**config.mk**
```make
export PLATFORM = sky130hd
export DESIGN_NAME = clint_timer
export DESIGN_NICKNAME = d
export VERILOG_FILES = /design/src/rtl/clint_timer.sv
export SDC_FILE = /design/constraint.sdc
export NUM_CORES = 1
export LEC_CHECK = 0
export ABC_CLOCK_PERIOD_IN_PS = 6300
export CAP_MARGIN = 15
export CORE_MARGIN = 4
export CORE_UTILIZATION = 67
export DETAILED_ROUTE_END_ITERATION = 8
export DONT_BUFFER_PORTS = 1
export MAX_ROUTING_LAYER = met4
export PLACE_DENSITY_LB_ADDON = 0.05
export SYNTH_ARGS = -nofsm -noshare
export SYNTH_HDL_FRONTEND = slang
export SYNTH_SLANG_ARGS = --single-unit
```
**constraint.sdc**
```tcl
create_clock -name clk -period 6.3 [get_ports clk]
set_clock_uncertainty 0.15 [all_clocks]
set_input_delay 1.26 -clock clk [delete_from_list [all_inputs] [get_ports clk]]
set_output_delay 1.26 -clock clk [all_outputs]
set_load 0.02 [all_outputs]
```
**src/rtl/clint_timer.sv**
```systemverilog
// Core-local interruptor: 64-bit mtime / mtimecmp timer plus MSIP register
// behind a single-cycle-accept, one-cycle-response bus slave port.
// Drives the machine software (msip) and machine timer (mtip) interrupt lines.
module clint_timer #(
    parameter int unsigned TICK_DIV     = 1,
    parameter logic [63:0] MTIMECMP_RST = 64'hFFFF_FFFF_FFFF_FFFF
) (
    input  logic        clk,
    input  logic        rst,
    input  logic        req_valid,
    input  logic        req_we,
    input  logic [15:0] req_addr,
    input  logic [31:0] req_wdata,
    input  logic [3:0]  req_wstrb,
    output logic        resp_valid,
    output logic [31:0] resp_rdata,
    output logic        resp_err,
    output logic        msip,
    output logic        mtip
);

    // Word offsets (address bits [15:2]) of the mapped registers
    localparam logic [13:0] WA_MSIP     = 14'h0000;
    localparam logic [13:0] WA_MTCMP_LO = 14'h1000;
    localparam logic [13:0] WA_MTCMP_HI = 14'h1001;
    localparam logic [13:0] WA_MTIME_LO = 14'h2FFE;
    localparam logic [13:0] WA_MTIME_HI = 14'h2FFF;

    localparam logic [15:0] PRESC_MAX = 16'(TICK_DIV - 1);

    // Byte-masked merge of write data into an existing 32-bit word
    function automatic logic [31:0] merge_bytes(
        input logic [31:0] old_val,
        input logic [31:0] new_val,
        input logic [3:0]  strb
    );
        logic [31:0] res;
        res = old_val;
        for (int b = 0; b < 4; b++) begin
            if (strb[b]) begin
                res[8*b +: 8] = new_val[8*b +: 8];
            end else begin
                res[8*b +: 8] = old_val[8*b +: 8];
            end
        end
        return res;
    endfunction

    logic [63:0] mtime_q,      mtime_d;
    logic [63:0] mtimecmp_q,   mtimecmp_d;
    logic        msip_q,       msip_d;
    logic [15:0] presc_q,      presc_d;
    logic [31:0] shadow_q,     shadow_d;
    logic        resp_valid_q, resp_valid_d;
    logic [31:0] resp_rdata_q, resp_rdata_d;
    logic        resp_err_q,   resp_err_d;
    logic        mtip_q,       mtip_d;

    logic [13:0] word_addr_s;
    logic        tick_s;
    logic [31:0] rdata_s;
    logic        err_s;
    logic        unused_addr_s;

    // Byte-lane bits of the address are irrelevant: every register is a full word
    assign unused_addr_s = ^req_addr[1:0];
    assign word_addr_s   = req_addr[15:2];

    // Next-state: prescaler, timer increment, bus writes (writes beat ticks) and read mux
    always_comb begin
        tick_s     = (presc_q == PRESC_MAX);
        presc_d    = tick_s ? 16'd0 : (presc_q + 16'd1);
        mtime_d    = tick_s ? (mtime_q + 64'd1) : mtime_q;
        mtimecmp_d = mtimecmp_q;
        msip_d     = msip_q;
        shadow_d   = shadow_q;
        rdata_s    = 32'd0;
        err_s      = 1'b0;

        if (req_valid) begin
            case (word_addr_s)
                WA_MSIP: begin
                    rdata_s = {31'd0, msip_q};
                    if (req_we && req_wstrb[0]) begin
                        msip_d = req_wdata[0];
                    end else begin
                        msip_d = msip_q;
                    end
                end
                WA_MTCMP_LO: begin
                    rdata_s = mtimecmp_q[31:0];
                    if (req_we) begin
                        mtimecmp_d[31:0] = merge_bytes(mtimecmp_q[31:0], req_wdata, req_wstrb);
                    end else begin
                        mtimecmp_d = mtimecmp_q;
                    end
                end
                WA_MTCMP_HI: begin
                    rdata_s = mtimecmp_q[63:32];
                    if (req_we) begin
                        mtimecmp_d[63:32] = merge_bytes(mtimecmp_q[63:32], req_wdata, req_wstrb);
                    end else begin
                        mtimecmp_d = mtimecmp_q;
                    end
                end
                WA_MTIME_LO: begin
                    rdata_s = mtime_q[31:0];
                    if (req_we) begin
                        // Write replaces any tick this cycle; upper half held
                        mtime_d = {mtime_q[63:32], merge_bytes(mtime_q[31:0], req_wdata, req_wstrb)};
                    end else begin
                        // Latch the upper half so a following hi read is coherent
                        shadow_d = mtime_q[63:32];
                    end
                end
                WA_MTIME_HI: begin
                    rdata_s = shadow_q;
                    if (req_we) begin
                        mtime_d = {merge_bytes(mtime_q[63:32], req_wdata, req_wstrb), mtime_q[31:0]};
                    end else begin
                        mtime_d = mtime_d;
                    end
                end
                default: begin
                    err_s = 1'b1;
                end
            endcase
        end else begin
            rdata_s = 32'd0;
            err_s   = 1'b0;
        end

        resp_valid_d = req_valid;
        resp_rdata_d = (req_valid && !req_we) ? rdata_s : 32'd0;
        resp_err_d   = err_s;
        mtip_d       = (mtime_q >= mtimecmp_q);
    end

    // State and response registers with synchronous reset
    always_ff @(posedge clk) begin
        if (rst) begin
            mtime_q      <= 64'd0;
            mtimecmp_q   <= MTIMECMP_RST;
            msip_q       <= 1'b0;
            presc_q      <= 16'd0;
            shadow_q     <= 32'd0;
            resp_valid_q <= 1'b0;
            resp_rdata_q <= 32'd0;
            resp_err_q   <= 1'b0;
            mtip_q       <= 1'b0;
        end else begin
            mtime_q      <= mtime_d;
            mtimecmp_q   <= mtimecmp_d;
            msip_q       <= msip_d;
            presc_q      <= presc_d;
            shadow_q     <= shadow_d;
            resp_valid_q <= resp_valid_d;
            resp_rdata_q <= resp_rdata_d;
            resp_err_q   <= resp_err_d;
            mtip_q       <= mtip_d;
        end
    end

    assign resp_valid = resp_valid_q;
    assign resp_rdata = resp_rdata_q;
    assign resp_err   = resp_err_q;
    assign msip       = msip_q;
    assign mtip       = mtip_q;

endmodule
```
==> results of run 1 <==
[power by group through the flow]
stage	logic (uW)	clock network, uW	registers, uW
global placement	63.0	0	1390
finish	66.3	1400	1360
detailed placement	64.2	0	1390
global route	71.7	1470	1360
floorplan	61.3	0	1380
CTS	64.7	1410	1360
[placed cells by master, fill, tap and decap left out, drive strengths merged, types with 20 or more instances in the layout]
cell type / Yosys / final
nand4: 35 / 35
mux2: 30 / 30
a211oi: 20 / 20
ha: 67 / 67
clkbuf: 76 / 38
a21oi: 99 / 99
nand3: 52 / 52
inv: 81 / 81
nor4: 29 / 29
o21ai: 40 / 40
and3: 30 / 30
mux2i: 31 / 31
a222oi: 29 / 29
o211ai: 71 / 71
dfxtp: 212 / 212
nor2: 96 / 96
nand2: 234 / 234
nor3: 25 / 25
[layer usage]
metal | vias to the layer above | wire length (microns) | track usage | share of wire
li1 | 5241 | - | - | -
met3 | 174 | 3397 | 0.05662 | 0.092
met4 | 0 | 2254 | 0.2111 | 0.061
met5 | - | 0 | - | 0
met2 | 627 | 16810 | 0.5811 | 0.45
met1 | 5416 | 14590 | 0.4738 | 0.39
[logic make-up (layout without fill, tap and decap cells)]
family,Yosys count,in the layout
buffers and inverters,175,136
muxes,61,61
AOI/OAI and AO/OA,351,351
adders and majority gates,67,67
DFF,212,212
and+or+nand+nor,575,575
other,0,1
xor gates and xnor gates,15,15
[sequential cells by signal (all words and copies together) (netlist names)]
signal      cells
shadow_q       32
msip            1
mtime_q        64
resp_rdata     32
resp_err        1
presc_q        16
mtimecmp_q     64
resp_valid      1
mtip            1
[critical path, cell delays in order]
cell	delay, ns
nand4_1	0.14
nor4_4	0.65
buf_4	0.35
nand2_1	0.13
nor3_2	0.63
buf_4	0.46
nand2_1	0.09
a21oi_1	0.16
[through the flow]
step | instance area [sq um] | utilization | hold slack [ns]
6_report | 12730 | 0.7336 | 0.2981
5_1_grt | 12730 | 0.7336 | 0.3142
4_1_cts | 12730 | 0.7334 | 0.2941
3_5_place_dp | 11950 | 0.6882 | 0.2846
3_3_place_gp | 11950 | 0.6882 | 0.2789
2_1_floorplan | 11910 | - | 0.2784
[area by class of cell]
class | instances | area (sq um)
Clock buffer | 38 | 744.5
Clock inverter | 3 | 40.04
Fill cell | 1402 | 4624
Multi-Input combinational cell | 1069 | 7010
Tap cell | 225 | 281.5
Antenna cell | 1 | 2.502
Sequential cell | 212 | 4244
Inverter | 81 | 304.0
Timing Repair Buffer | 14 | 105.1
[how the worst max path moves through the flow]
stage,startpoint,endpoint,cells after the start
after CTS,req_addr[7],shadow_q[16],8
after detailed placement,req_addr[7],shadow_q[9],8
after global placement,req_addr[7],shadow_q[17],8
after global routing,req_addr[7],shadow_q[14],8
final,req_addr[7],shadow_q[9],8
after floorplan,req_addr[7],mtime_q[45],7
==> run summary, run 1 <==
In the synthesized netlist the dominant register cell turns out to be dfxtp_1. 92 I/O pins were placed. At the end of the flow, the number of nets in the layout was 1525.

The startpoint type of the worst setup path is a primary input. The final instance count without filler cells is 1643. The area share of the largest cell type after synthesis came out at 0.3564. The analysis attributes to net switching a power of 612.5 uW.

In this run the critical register-to-register path is captured at mtime_q[51]. The CTS clock-pin slew for the worst setup and hold paths is 0.06 ns. Dividing total power by cell area gives a power density of 222.0 nW/um^2. The worst min-delay path endpoint is shadow_q[11].

The overall die area came out at 19970 sq um. The number of synthesized flops with an enable pin came out at 0. After detailed routing, the average wire length per cell comes to 22.55 microns. The cell accounting for the most synthesized area is dfxtp_1. The largest fanout on the critical path came out at 22. The worst endpoint data arrival time came out at 3.90 ns.

The post-synthesis area per instance is 8.178 sq um. The final critical-path setup slack came out at 2.698 ns. The vertical die dimension came out at 141.3 microns. The detailed-route via count came out at 11460. For the pin with the worst max-slew slack, the measured transition is 1.073 ns.

The worst hold path begins at shadow_q[11]. The synthesized flop and latch total is 212. The number of hold buffers added after CTS came out at 0.

The die is 141.3 microns wide. In the global route stage, overall resource usage came out at 0.3764. The number of input and output port buffers inserted is 0. The number of sinks handled by clock tree synthesis is 212. The via count normalized by instance count came out at 6.974. The count of warnings emitted by yosys is 0.

The worst-case reg-to-reg path depth came out at 6. Counting I/O delays and the setup requirement, the final critical path takes 3.602 ns. Data on the critical path is required at its endpoint by 6.60 ns.

The post-CTS repair timing setup buffer count is 0. The effective utilization at floorplan is 0.6861. The total placed cells including tap cells came out at 1601. The share of cell area taken by muxes after synthesis came out at 0.05443. The routed wire length is 37050 microns. The post-cts sizing count is 0. The number of levels in the clock H-tree came out at 1.

The adder and majority cell fraction of the synthesized area is 0.07040. The post-route clock period utilization is 0.5717. The worst voltage drop across the vdd grid is 208.0 uV.

The slack of the worst reg-to-reg path came out at 3.21 ns. After synthesis, the largest family of logic cells by area is simple AND/OR/NAND/NOR gates. The share of synthesized area occupied by flip-flops and latches is 0.3564. The initial antenna violation count came to 1.

The iteration count of the initial detailed-routing pass came out at 7. The final number of hold-violating endpoints came out at 0. Synthesis handed over a netlist of 1456 instances. The number of different library cells used by synthesis comes to 79. After synthesis, the most frequently instantiated cells are 233 x nand2_1, 212 x dfxtp_1, 99 x a21oi_1. The first global-routing pass estimated 59310 microns of wire.

The total internal power is 2215 uW. The fraction of registers with async set/reset came out at 0. The simple logic cell fraction of the synthesized area came out at 0.2451. Yosys attributes the largest share of cell area to dfxtp_1 36%, nand2_1 7.3%, ha_1 7.0%.

Routability-driven placement finished with a final weighted congestion of 0.9574. The number of antenna-violating nets in the routed design came out at 0. The final setup violation count came out at 0. The layout overhead on the synthesized area came out at 6.924%. In the routed design, unresolved DRC markers number 0. The TritonCTS buffer count came out at 24.

The tool flagged a number of max-cap violations equal to 0. The placed wire-length estimate after detailed placement is 24830 microns. The cell area after technology mapping came out at 11910 sq um. The maximum clock rate is 0.2776 GHz. The pre-CTS setup slack is 2.245 ns. The violation count after the first detailed-route iteration is 1530. The largest net degree at the start of global routing is 92. The static leakage power came out at 0.005133 uW. The core footprint came out at 17360 sq um. The flow ran to the end, and the final reports show no timing, DRC or antenna violations. The final total negative setup slack came out at 0 ns.

The via count of the first global-routing pass came out at 11240. The total power is 2827 uW. The relative slew slack came out at 0.2845. Summed over all layers, the global routing overflow is 0. In this run the critical register-to-register path is launched from mtime_q[39]. The capturing element type of the critical path is a flip-flop. The share of total power in the clock network is 0.496. Of the cells placed in the final design, the portion with a size suffix greater than 1 is 0.08045. The share of power burned in registers came out at 0.480. The worst setup path category is in -> reg. The TritonCTS clock tree is done. The synthesized netlist net count came out at 1579. Setup repair after global routing left no endpoint under its margin. The initialized floorplan defines 48 standard-cell rows. The post-synthesis share of cell area spent on xor and xnor gates is 0.01103.

The compound-cell area share of the yosys netlist came out at 0.2047. The root cell of the clock tree is clkbuf_16. The number of pins exceeding their max-slew limit in the final report was 0.

In this run the worst hold path is classified as reg -> reg. The switching power share of the total is 0.2167. The number of cells on the worst hold path came out at 2. The share of total power in combinational logic came out at 0.023.

The clock latency of the later-clocked register in the worst-skew pair is 0.52 ns. Counting along the longest clock path gives a buffer depth of 3. The library cell with the highest instance count after synthesis is nand2_1.
(Power assumes the default switching activity.)
==> inputs of run 2 (changes only) <==
--- a/config.mk
+++ b/config.mk
@@ -5,10 +5,10 @@
 export SDC_FILE = /design/constraint.sdc
 export NUM_CORES = 1
 export LEC_CHECK = 0
-export ABC_CLOCK_PERIOD_IN_PS = 6300
+export ABC_CLOCK_PERIOD_IN_PS = 3400
 export CAP_MARGIN = 15
 export CORE_MARGIN = 4
-export CORE_UTILIZATION = 67
+export CORE_UTILIZATION = 64
 export DETAILED_ROUTE_END_ITERATION = 8
 export DONT_BUFFER_PORTS = 1
 export MAX_ROUTING_LAYER = met4
==> constraint.sdc (replaced) <==
create_clock -name clk -period 3.4 [get_ports clk]
set_clock_uncertainty 0.15 [all_clocks]
set_input_delay 0.68 -clock clk [delete_from_list [all_inputs] [get_ports clk]]
set_output_delay 0.68 -clock clk [all_outputs]
set_load 0.02 [all_outputs]
==> run 2 against run 1 <==
Sequential share of layout area is 0.35 points lower. Critical endpoint is now mtime_q[44]. Non-clock buffer count is 27 higher. Total power is 79% higher. Clock-buffer cell count is 5 lower. Die area is 4.4% higher. First-iteration DRC count is 9.7% lower. Sequential power is 85% higher. Combinational power is 100% higher. Hold slack worse by 0.20 ns. Utilization is 2.5 points lower. Largest power group is now sequential cells.
==> run summary, run 2 (synthesized netlist as in run 1, its figures left out) <==
Static timing analysis puts the maximum clock frequency at 0.3493 GHz. The library cells used most frequently in the layout, excluding fill and tap cells, are 233 x nand2_1, 212 x dfxtp_1, 99 x a21oi_1. The final instance count without filler cells is 1667 (+1.5%).

The TritonCTS clock tree is done. The iteration count of the initial detailed-routing pass is 6 (-1). The number of levels in the clock H-tree is 1 (unchanged).

The routed wire length was 37390 microns (+0.92%). STA classifies the critical path startpoint as a flip-flop. The via count of the first global-routing pass came out at 10570 (-6.0%). The total internal power is 3958 uW (+79%). The share of total power in combinational logic is 0.026 (+0.003). The transition time at the pin with the least slew margin came out at 0.8562 ns (-0.2170 ns). The CTS clock-pin slew for the worst setup and hold paths is 0.06 ns (about the same). The total power was 5056 uW (+79%). The overall die area is 20850 sq um (+4.4%). The final number of hold-violating endpoints is 0 (unchanged). The share of total power in the clock network is 0.477 (-0.019). The vertical die dimension came out at 144.4 microns (+2.2%). The global-route total usage across every layer came out at 0.3649 (-0.01151).

The power per unit of standard cell area is 392.9 nW/um^2 (+77%). The final weighted congestion of routability-driven global placement came out at 0.9539 (-0.37%). The detailed-route wire length per cell is 22.43 microns (-0.53%). The effective utilization at floorplan is 0.6562 (-0.02989).

The number of input and output port buffers inserted came to 0 (unchanged). The final standard cell utilization of the core came out at 0.7090 (-0.02452). The final setup violation count came to 0 (unchanged). Setup repair after global routing left no endpoint under its margin. The remaining global-route overflow was 0 (unchanged).

The x dimension of the die came out at 144.4 microns (+2.2%). The post-layout net count is 1551 (+1.7%). The number of pins exceeding their max-slew limit in the final report was 0 (unchanged). The number of hold buffers added after CTS is 0 (unchanged). The required time at the endpoint of the critical path came to 3.65 ns (-2.95 ns).

The post-cts sizing count came out at 0 (unchanged). The via count normalized by instance count came out at 6.836 (-2.0%). The post-CTS repair timing setup buffer count is 0 (unchanged). The critical path is of the reg -> reg type. The TritonCTS buffer count came out at 23 (-4.2%).

The number of cells on the worst hold path is 1 (-1). The switching power share of the total is 0.2172 (+0.0005643). The min-delay analysis places its worst path in the category in -> reg. The layout overhead on the synthesized area is 8.059%.

The wire length of the first global-routing pass came out at 58830 microns (-0.80%). The power dissipated by switching net loads was 1098 uW (+79%). The share of power burned in registers came to 0.497 (+0.017). The relative slew slack came out at 0.4257 (+0.1412). The detailed-route via count came out at 11400 (-0.55%).

The number of antenna-violating nets in the routed design is 0 (unchanged). The remaining routing DRC violations came out at 0 (unchanged). The worst endpoint data arrival time came out at 3.11 ns (-0.79 ns). The worst voltage drop across the vdd grid is 354.8 uV (+71%).

The largest fanout on the critical path came out at 9 (-59%). Of the available clock period, the critical path in the final layout requires 0.8420. In the final layout, the registers with the most flip-flops are mtime_q: 64 flops, mtimecmp_q: 64 flops. The number of rows created at floorplan was 49 (+2.1%). The final total negative setup slack came to 0 ns (unchanged). The number of sinks handled by clock tree synthesis is 212 (unchanged). The number of buffers between clock root and the deepest sink is 3 (unchanged). The total I/O pin count was 92 (unchanged). The largest net degree at the start of global routing is 92 (unchanged). The antenna cell count came to 0 (-1). The clock latency of the later-clocked register in the worst-skew pair came out at 0.52 ns (about the same). The initial antenna violation count is 0 (-1). The placed wire-length estimate after detailed placement is 25980 microns (+4.6%). The root buffer cell chosen for the clock tree is clkbuf_16. The number of violations of the max-capacitance limit was 0 (unchanged). The total placed cells including tap cells was 1632 (+1.9%). The fraction of final layout cells with drive strength greater than 1 is 0.09458 (+0.01412).

The capturing element type of the critical path is a flip-flop. The violation count after the first detailed-route iteration is 1381 (-9.7%). The worst-case reg-to-reg path depth came out at 6 (unchanged). The clock period could shrink to 2.863 ns. The run finished with clean final reports. The commonest non-fill, non-tap cell in the layout is nand2_1.

The core footprint is 18150 sq um (+4.6%). The static leakage power is 0.005230 uW (+1.9%).
-- run 2: changes by cell type in the layout (fill, tap and decap cells not counted), sizes merged --
cell | before | now
clkbuf | 38 | 33
inv | 81 | 82
buf | 14 | 41
clkinv | 2 | 0
diode | 1 | 0
-- run 2: worst max-delay path, cell delays in order (launching register included) --
cell	delay (ns)
dfxtp_1	0.52
and4_1	0.31
nand3_1	0.17
or3_1	0.66
nor2_1	0.58
mux2i_1	0.25
o22ai_1	0.10
-- run 2: routing by layer --
metal | GRT usage | up-vias | routed length (microns) | share of wire
li1 | - | 5296 | - | -
met1 | 0.4733 | 5383 | 15150 | 0.41
met2 | 0.5782 | 613 | 17100 | 0.46
met3 | 0.05522 | 103 | 3580 | 0.096
met4 | 0.1365 | 0 | 1564 | 0.042
met5 | - | - | 0 | 0
-- run 2: final cells by class --
type | count | area [sq um]
clock buffer | 33 | 663.1
clock inverter | 2 | 38.79
fill | 1496 | 5280
inverter | 81 | 304.0
multi-input combinational | 1069 | 7010
sequential | 212 | 4244
tap | 229 | 286.5
timing repair buffer | 41 | 320.3
-- run 2: final timing paths --
kind / start / end / slack [ns]
min reg2reg: shadow_q[31] / shadow_q[31] / 0.30
max: mtime_q[15] / mtime_q[44] / 0.54
max reg2reg: mtime_q[15] / mtime_q[44] / 0.54
min: rst / shadow_q[31] / 0.10
-- run 2: through the flow --
step	hold slack, ns	setup slack, ns	instance area (sq um)
after floorplan	0.2784	0.8432	11910
after global routing	0.08929	0.3574	12870
after global placement	0.2782	0.5482	12170
final	0.1007	0.5372	12870
after CTS	0.07251	0.5511	12870
after detailed placement	0.2870	0.4647	12170
-- run 2: power by group through the flow --
stage / Sequential [uW] / Clock, uW / Combinational (uW)
finish: 2510 / 2410 / 133
global route: 2510 / 2530 / 143
CTS: 2510 / 2430 / 130
detailed placement: 2570 / 0 / 130
global placement: 2560 / 0 / 128
floorplan: 2560 / 0 / 114
==> inputs of run 3 (changes only) <==
--- a/config.mk
+++ b/config.mk
@@ -5,7 +5,7 @@
 export SDC_FILE = /design/constraint.sdc
 export NUM_CORES = 1
 export LEC_CHECK = 0
-export ABC_CLOCK_PERIOD_IN_PS = 3400
+export ABC_CLOCK_PERIOD_IN_PS = 2900
 export CAP_MARGIN = 15
 export CORE_MARGIN = 4
 export CORE_UTILIZATION = 64
==> constraint.sdc (replaced) <==
create_clock -name clk -period 2.9 [get_ports clk]
set_clock_uncertainty 0.15 [all_clocks]
set_input_delay 0.58 -clock clk [delete_from_list [all_inputs] [get_ports clk]]
set_output_delay 0.58 -clock clk [all_outputs]
set_load 0.02 [all_outputs]
==> run 3 against run 2 <==
Sequential cell count did not move. Sequential power rose by 17%. Non-clock buffer count rose by 48. Register-to-register slack got worse by 0.29 ns. Critical path depth rose by 2. Routed wire length rose by 3.4%. Utilization rose by 2.9 points. Die area did not move. Combinational power rose by 41%. Worst setup slack got worse by 0.29 ns.
==> run summary, run 3 (synthesized netlist as in run 1, its figures left out) <==
The flow ran to the end, and the final reports show no timing, DRC or antenna violations. The total I/O pin count came out at 92 (unchanged). The TritonCTS clock tree is done.

The final weighted congestion of routability-driven global placement came out at 0.9858 (+3.3%). The number of pins exceeding their max-slew limit in the final report came out at 0 (unchanged). The post-layout net count is 1600 (+3.2%). The critical path ends at mtime_q[58].

The post-cts sizing count came out at 0 (unchanged). The largest net degree at the start of global routing is 79 (-14%). The global-route met2 utilization was 0.5950 (+0.01683).

The TritonCTS buffer count is 24 (+4.3%). The layout overhead on the synthesized area came out at 12.44%. The final number of hold-violating endpoints is 0 (unchanged). The number of input and output port buffers inserted is 0 (unchanged). The number of buffers between clock root and the deepest sink is 3 (unchanged). The transition time at the pin with the least slew margin came out at 0.5280 ns (-0.3282 ns). The final critical path time including I/O delays and setup is 2.655 ns (-0.2073 ns).

The overall die area came to 20850 sq um (unchanged). The final setup violation count is 0 (unchanged). The final instance count without filler cells was 1723 (+3.4%). The post-route clock period utilization came out at 0.9157 (+0.07369).

The worst voltage drop across the vdd grid came out at 400.1 uV (+13%). The required time at the endpoint of the critical path is 3.17 ns (-0.48 ns). The power per unit of standard cell area came out at 465.8 nW/um^2 (+19%).

The number of sinks handled by clock tree synthesis is 212 (unchanged). On the critical path the largest part of the delay comes from simple AND/OR/NAND/NOR gates. The critical path is of the reg -> reg type. The routed wire length is 38670 microns (+3.4%). In this run the worst setup path begins at presc_q[0]. The total placed cells including tap cells is 1677 (+2.8%). The antenna cell count is 0 (unchanged). The static leakage power came out at 0.005541 uW (+5.9%).

The met1 routing resource usage after global routing is 0.4878 (+0.01448). The vertical die dimension is 144.4 microns (unchanged). The x dimension of the die is 144.4 microns (unchanged). In this run the critical register-to-register path is launched from presc_q[0]. The fraction of final layout cells with drive strength greater than 1 came out at 0.1252 (+0.03059). Leaving out fill and tap cells, the most frequent cells in the layout are 233 x nand2_1, 212 x dfxtp_1, 99 x a21oi_1. Clock tree synthesis selected as its root buffer the cell clkbuf_16.

The number of rows created at floorplan is 49 (unchanged). On the critical path, the stage with the largest delay is an instance of nor4_1. The count of cell instances traversed by the critical path is 8 (+2).

The detailed-route wire length per cell is 22.44 microns (about the same). The remaining routing DRC violations is 0 (unchanged). The violation count after the first detailed-route iteration was 1396 (+1.1%). The capturing element type of the critical path is a flip-flop.

The via count normalized by instance count is 6.748 (-1.3%). The worst-case reg-to-reg path depth came to 8 (+2). The wire length of the first global-routing pass is 60710 microns (+3.2%). The global routing usage on met3 is 0.05489 (-0.0003307). The global routing stage identified its most utilized layer as met2. The detailed-route via count is 11630 (+2.0%).

The delay contributed by the slowest stage of the critical path is 0.47 ns (-0.19 ns). The remaining global-route overflow came out at 0 (unchanged). The effective utilization at floorplan is 0.6562 (unchanged). The CTS clock-pin slew for the worst setup and hold paths came out at 0.06 ns (about the same).

The clock latency of the later-clocked register in the worst-skew pair is 0.54 ns (+0.02 ns). The number of buffers and inverters on the critical path was 1 (+1). The number of antenna-violating nets in the routed design is 0 (unchanged). The slack of the worst reg-to-reg path came out at 0.24 ns (-0.29 ns). In this run the worst hold path is classified as in -> reg. The endpoint identified for the worst register-to-register timing path is mtime_q[58]. The number of violations of the max-capacitance limit is 0 (unchanged). The iteration count of the initial detailed-routing pass came out at 5 (-1). The core footprint is 18150 sq um (unchanged). The worst setup path is launched from a flip-flop.

The final worst hold slack is 0.02214 ns (-0.07854 ns). The largest registers in the layout are mtime_q: 64 flops, mtimecmp_q: 64 flops. The maximum clock rate came out at 0.3766 GHz (+7.8%). The global-route total usage across every layer is 0.3776 (+0.01270).

The relative slew slack is 0.6443 (+0.2185). The worst endpoint data arrival time came out at 2.93 ns (-0.18 ns). The number of levels in the clock H-tree came to 1 (unchanged). The placed wire-length estimate after detailed placement is 26510 microns (+2.0%). Leaving out fill and tap cells, the most frequent cell in the layout is nand2_1. The largest fanout on the critical path came out at 7 (-2).

The initial antenna violation count came out at 0 (unchanged). Setup repair after global routing left no endpoint under its margin. The critical path goes through inv_1 > ha_1 > nor4b_2 > and3_1 > nand4_4 > nor4_1 > mux2i_1 > a221oi_1. The final total negative setup slack is 0 ns (unchanged). The via count of the first global-routing pass came to 11040 (+4.4%).
[run 3: changes by cell type in the layout (fill, tap and decap cells not counted), moves of 2 or more]
cell | previous run | this run
clkbuf_8 | 5 | 3
dlygate4sd3_1 | 0 | 2
clkbuf_1 | 5 | 8
buf_4 | 40 | 82
buf_12 | 1 | 4
clkinv_2 | 0 | 3
bufinv_16 | 1 | 3
[run 3: what timing repair did]
action / in CTS / in global routing
hold endpoints to repair: 78 / 0
setup buffers: 0 / 0
endpoints found under the setup margin: 0 / 0
hold buffers: 3 / 0
[run 3: per-stage QoR]
step	setup WS, ns	cell area, sq um	utilization	total power, uW
after CTS	0.2723	13390	0.7378	6249
final	0.2445	13390	0.7378	6237
after global placement	0.1368	12540	0.6911	3160
after floorplan	0.4432	11910	-	3137
after detailed placement	0.1263	12540	0.6911	3162
after global routing	0.07088	13390	0.7378	6387
[run 3: layout make-up]
type                    count  area, sq um
clock buffers              35        671.9
clock inverters             8        128.9
fillers                  1386         4758
inverters                  81        304.0
multi-input cells        1069         7010
flip-flops and latches    212         4244
well taps                 229        286.5
repair buffers             89        743.2
[run 3: layer usage]
layer	vias to the layer above	wire length, microns	share of wire
li1	5403	-	-
met1	5472	15530	0.40
met2	611	17670	0.46
met3	140	3571	0.092
met4	0	1895	0.049
met5	-	0	0
[run 3: report_power, final]
part           switching (uW)  total [uW]  internal, uW
Clock                    1230        3110          1870
Sequential               17.9        2940          2920
Combinational             119         188          68.9
[run 3: how the worst min path moves through the flow]
stage                      start            to  slack, ns  cells after the start
finish                       rst   mtime_q[45]       0.02                      1
global route                 rst   mtime_q[45]       0.01                      1
CTS                          rst   mtime_q[45]      0.003                      1
detailed placement  shadow_q[22]  shadow_q[22]       0.29                      2
global placement     shadow_q[5]   shadow_q[5]       0.28                      2
floorplan            shadow_q[7]   shadow_q[7]       0.28                      2
[run 3: worst reg2reg max path: stages (launching register included)]
cell and delay, ns:
dfxtp_1 0.34, inv_1 0.07, ha_1 0.14, nor4b_2 0.28, and3_1 0.42, nand4_4 0.28
nor4_1 0.47, mux2i_1 0.14, a221oi_1 0.26
==> edit 1, RTL diff (settings of run 3) <==
Put one more register stage on the output `resp_rdata`, without a reset. The value now appears one clock later. The other outputs are not delayed to match.
--- a/src/rtl/clint_timer.sv
+++ b/src/rtl/clint_timer.sv
@@ -163,5 +163,7 @@
 
     assign resp_valid = resp_valid_q;
-    assign resp_rdata = resp_rdata_q;
+    always_ff @(posedge clk) begin
+        resp_rdata <= resp_rdata_q;
+    end
     assign resp_err   = resp_err_q;
     assign msip       = msip_q;
Formal check against the unedited RTL: not equivalent (a bounded check fails within 4 cycles, from zero or initial values and one cycle with rst high).
==> edit 1 against run 3 <==
  * Routed wire length rose by 4.9%
  * Global-route usage fell by 0.37 points
  * Setup slack worse by 0.16 ns
  * Sequential cell count rose by 32
  * Power is 13% higher
  * Design area rose by 7.3%
  * Synthesized area increased by 4.4%
  * Die area up 4.2%
  * Critical endpoint is now mtime_q[31]$_SDFFE_PP0P_
==> edit 1: results (changes against run 3) <==
PostCTS Resize Cnt 1 (was 0); crit-path max cell delay 0.53 ns (was 0.47 ns); Post-CTS Hold Fix Bufs 1 (was 3); hold path startpoint req_wdata[0] (was rst); via count 12.25k (was 11.63k); Max VDD drop 0.0005837 V (was 0.0004001 V); Seq/Total Area, Yosys 39.29% (was 35.64%); final hold slack 0.03122 ns (was 0.02214 ns); GRT Overall Usage 37.39% (was 37.76%); placed cell count 1767 (was 1677); PnR worst setup slack 0.08806 ns (was 0.2445 ns); worst reg-to-reg path cell count 10 (was 8); Post-DP HPWL 28.00 mm (was 26.51 mm); CP max stage cell or4_4 (was nor4_1); Setup WS pre-CTS 0.09219 ns (was 0.1263 ns); Critical Path End mtime_q[31]$_SDFFE_PP0P_ (was mtime_q[58]$_SDFFE_PP0P_); nets 1663 (was 1600); synth unique cells 76 (was 79); status completed (unchanged); Mapped Nets 1606 (was 1579); Slew HR 32.97% (was 64.43%); post-CTS setup buffers 2 (was 0); post-DR vias/cell 6.732 (was 6.748); Crit Path Max Fanout 5 (was 7); Critical Path Start presc_q[1]$_SDFF_PP0_ (was presc_q[0]$_SDFF_PP0_); first-pass GRT wire length 64.09 mm (was 60.71 mm); largest cells by area after synthesis dfxtp_1 (39%), nand2_1 (6.8%), ha_1 (6.7%) (was dfxtp_1 (36%), nand2_1 (7.3%), ha_1 (7.0%)); Synth Area in Compound Gates 20.72% (was 20.47%); placed instance area 13370 µm² (was 12540 µm²)
[edit 1: cell types whose count changed after synthesis, moves of 8 or more]
| cell | before | now |
|---|---|---|
| mux2i_1 | 31 | 17 |
| a21o_1 | 9 | 18 |
| o21ai_0 | 38 | 50 |
| nand4_1 | 33 | 41 |
| nand3_1 | 48 | 35 |
| dfxtp_1 | 212 | 244 |
| nor3_1 | 23 | 32 |
[edit 1: layer usage]
metal,up-vias,track usage (%),part of all wire (%)
li1,5585,-,-
met1,5770,46.09,38
met2,718,60.48,47
met3,172,6.990,9.9
met4,0,16.08,4.8
met5,-,-,0
[edit 1: area by class of cell]
| cell class | instances | area, µm² |
|---|---|---|
| clock buffer | 37 | 762.0 |
| sequential | 244 | 4885 |
| inverter | 80 | 300.3 |
| fill | 1401 | 4521 |
| timing repair buffer | 120 | 970.9 |
| tap | 260 | 325.3 |
| clock inverter | 9 | 162.7 |
| antenna | 1 | 2.502 |
| multi-input combinational | 1068 | 6964 |
[edit 1: cells by family (layout without fill, tap and decap cells)]
family / after synthesis / after routing
DFF: 244 / 244
adders and majority gates: 67 / 67
muxes: 51 / 51
buffers and inverters: 171 / 246
AOI/OAI and AO/OA: 371 / 371
xor gates and xnor gates: 14 / 14
and+or+nand+nor: 565 / 565
other: 0 / 1
[edit 1: critical path: cells and delay by family (launching register included)]
family | cells | cell delay, ns
compound gates | 1 | 0.16
fa+ha+maj | 1 | 0.14
buf+inv | 3 | 0.39
simple gates | 4 | 1.39
flops | 1 | 0.33
xor+xnor | 1 | 0.16
[edit 1: power by group]
part           total (W)  switching, W  internal [W]
Combinational   0.000140     0.0000881     0.0000515
Clock            0.00356       0.00138       0.00218
Sequential       0.00336    0.00000681       0.00336
Total            0.00707       0.00148       0.00559
==> edit 2, RTL diff (config.mk and constraints of run 3) <==
Without the edit above. `MTIMECMP_RST`: 64'hFFFF_FFFF_FFFF_FFFF -> 64'h7FFFFFFFFFFFFFFF.
--- a/src/rtl/clint_timer.sv
+++ b/src/rtl/clint_timer.sv
@@ -4,5 +4,5 @@
 module clint_timer #(
     parameter int unsigned TICK_DIV     = 1,
-    parameter logic [63:0] MTIMECMP_RST = 64'hFFFF_FFFF_FFFF_FFFF
+    parameter logic [63:0] MTIMECMP_RST = 64'h7FFFFFFFFFFFFFFF
 ) (
     input  logic        clk,
Behaviour: not the same (Yosys sat finds a counterexample within 4 cycles, from zero or initial values and one cycle with rst high).
==> edit 2 against run 3 <==
  * Synthesized area is 0.46% higher
  * Global-route usage increased by 0.26 points
  * Design area is 0.37% higher
  * Critical path depth unchanged
  * Power is 6.9% lower
  * Via count is 5.4% higher
  * Count of clock-buffer cells in the layout fell by 2
  * Non-clock buffer count grew 17
  * Setup slack worse by 0.15 ns
  * Routed wire length rose by 1.6%
  * Sequential cell count unchanged
==> edit 2: results (changes against run 3) <==
status completed (unchanged); Post-Route WL 39.28 mm (was 38.67 mm); r2r setup slk 0.1 ns (was 0.24 ns); Crit Path Max Fanout 5 (was 7); DR pass1 iterations 7 (was 5); share of cells above drive strength 1 10.69% (was 12.52%); Min-Delay Endpoint mtimecmp_q[45]$_SDFFE_PP1P_ (was mtime_q[45]$_SDFFE_PP0P_); placer congestion estimate 1.015 (was 0.9858); CP arrival 3.09 ns (was 2.93 ns); placed cell count 1719 (was 1677); Post-DP HPWL 26.96 mm (was 26.51 mm); placed instance area 12700 µm² (was 12540 µm²); Seq/Total Area, Yosys 35.48% (was 35.64%); met2 track demand over resource 58.16% (was 59.50%); Gate Count Post-Synth 1484 (was 1456); post-synthesis mux area share 1.778% (was 5.443%); Multi-input gate area 7087 µm² (was 7010 µm²); CP max stage cell or4_1 (was nor4_1); P_comb 0.000111 W (was 0.000188 W); Max VDD drop 0.0004775 V (was 0.0004001 V); post-synthesis adder-cell area fraction 7.008% (was 7.040%); worst slew pin tran 1.165 ns (was 0.5280 ns); Clk power 0.00278 W (was 0.00311 W); hold path startpoint req_wdata[13] (was rst); Met1 Wirelength 15.70 mm (was 15.53 mm); M3 GR Usage 7.328% (was 5.489%); largest cells by area after synthesis dfxtp_1 (35%), ha_1 (7.0%), nor2_1 (5.4%) (was dfxtp_1 (36%), nand2_1 (7.3%), ha_1 (7.0%)); crit-path max cell delay 0.73 ns (was 0.47 ns); reg-to-reg endpoint mtime_q[21]$_SDFFE_PP0P_ (was mtime_q[58]$_SDFFE_PP0P_); P_leak 5.532 nW (was 5.541 nW); FILL cells 1472 (was 1386); largest net degree at the start of global routing 147 (was 79); cell-internal power 0.004527 W (was 0.004868 W); post-synthesis xor/xnor area fraction 1.025% (was 1.103%); Routed wire per std cell 22.27 µm (was 22.44 µm)
[edit 2: changes by cell type after synthesis, sizes merged, moves of 6 or more]
cell	before	now
a211o	2	67
and2	19	11
nand4	35	51
o31ai	1	7
nor2	96	172
a22o	2	32
o211ai	71	7
mux2	30	2
nand2	234	159
o21bai	1	10
a31oi	13	22
mux2i	31	19
[edit 2: worst max path at each step]
stage / startpoint / endpoint / slack, ns / cells past startpoint
finish: presc_q[0]$_SDFF_PP0_ / mtime_q[21]$_SDFFE_PP0P_ / 0.1 / 8
detailed placement: presc_q[0]$_SDFF_PP0_ / mtime_q[21]$_SDFFE_PP0P_ / 0.17 / 8
CTS: presc_q[0]$_SDFF_PP0_ / mtime_q[21]$_SDFFE_PP0P_ / 0.15 / 8
floorplan: req_addr[4] / mtimecmp_q[45]$_SDFFE_PP1P_ / 0.33 / 8
global placement: presc_q[0]$_SDFF_PP0_ / mtime_q[21]$_SDFFE_PP0P_ / 0.19 / 8
global route: presc_q[0]$_SDFF_PP0_ / mtime_q[49]$_SDFFE_PP0P_ / 0.03 / 8
[edit 2: area by class of cell]
cell class                      count  share of cell area (%)
Antenna cell                        1                 0.01862
Clock inverter                      8                  0.3631
Multi-Input combinational cell   1098                   52.73
Inverter                           77                   2.151
Timing Repair Buffer              106                   6.163
Clock buffer                       33                   4.860
Sequential cell                   212                   31.58
Tap cell                          229                   2.132
[edit 2: cell families (layout without fill, tap and decap cells)]
logic type,count (synthesis),after routing
AND/OR/NAND/NOR,591,591
AO/OA/AOI/OAI,405,405
buffers and inverters,174,224
other,0,1
XOR/XNOR,14,14
multiplexers,21,21
flip-flops,212,212
adder cells (fa/ha/maj),67,67
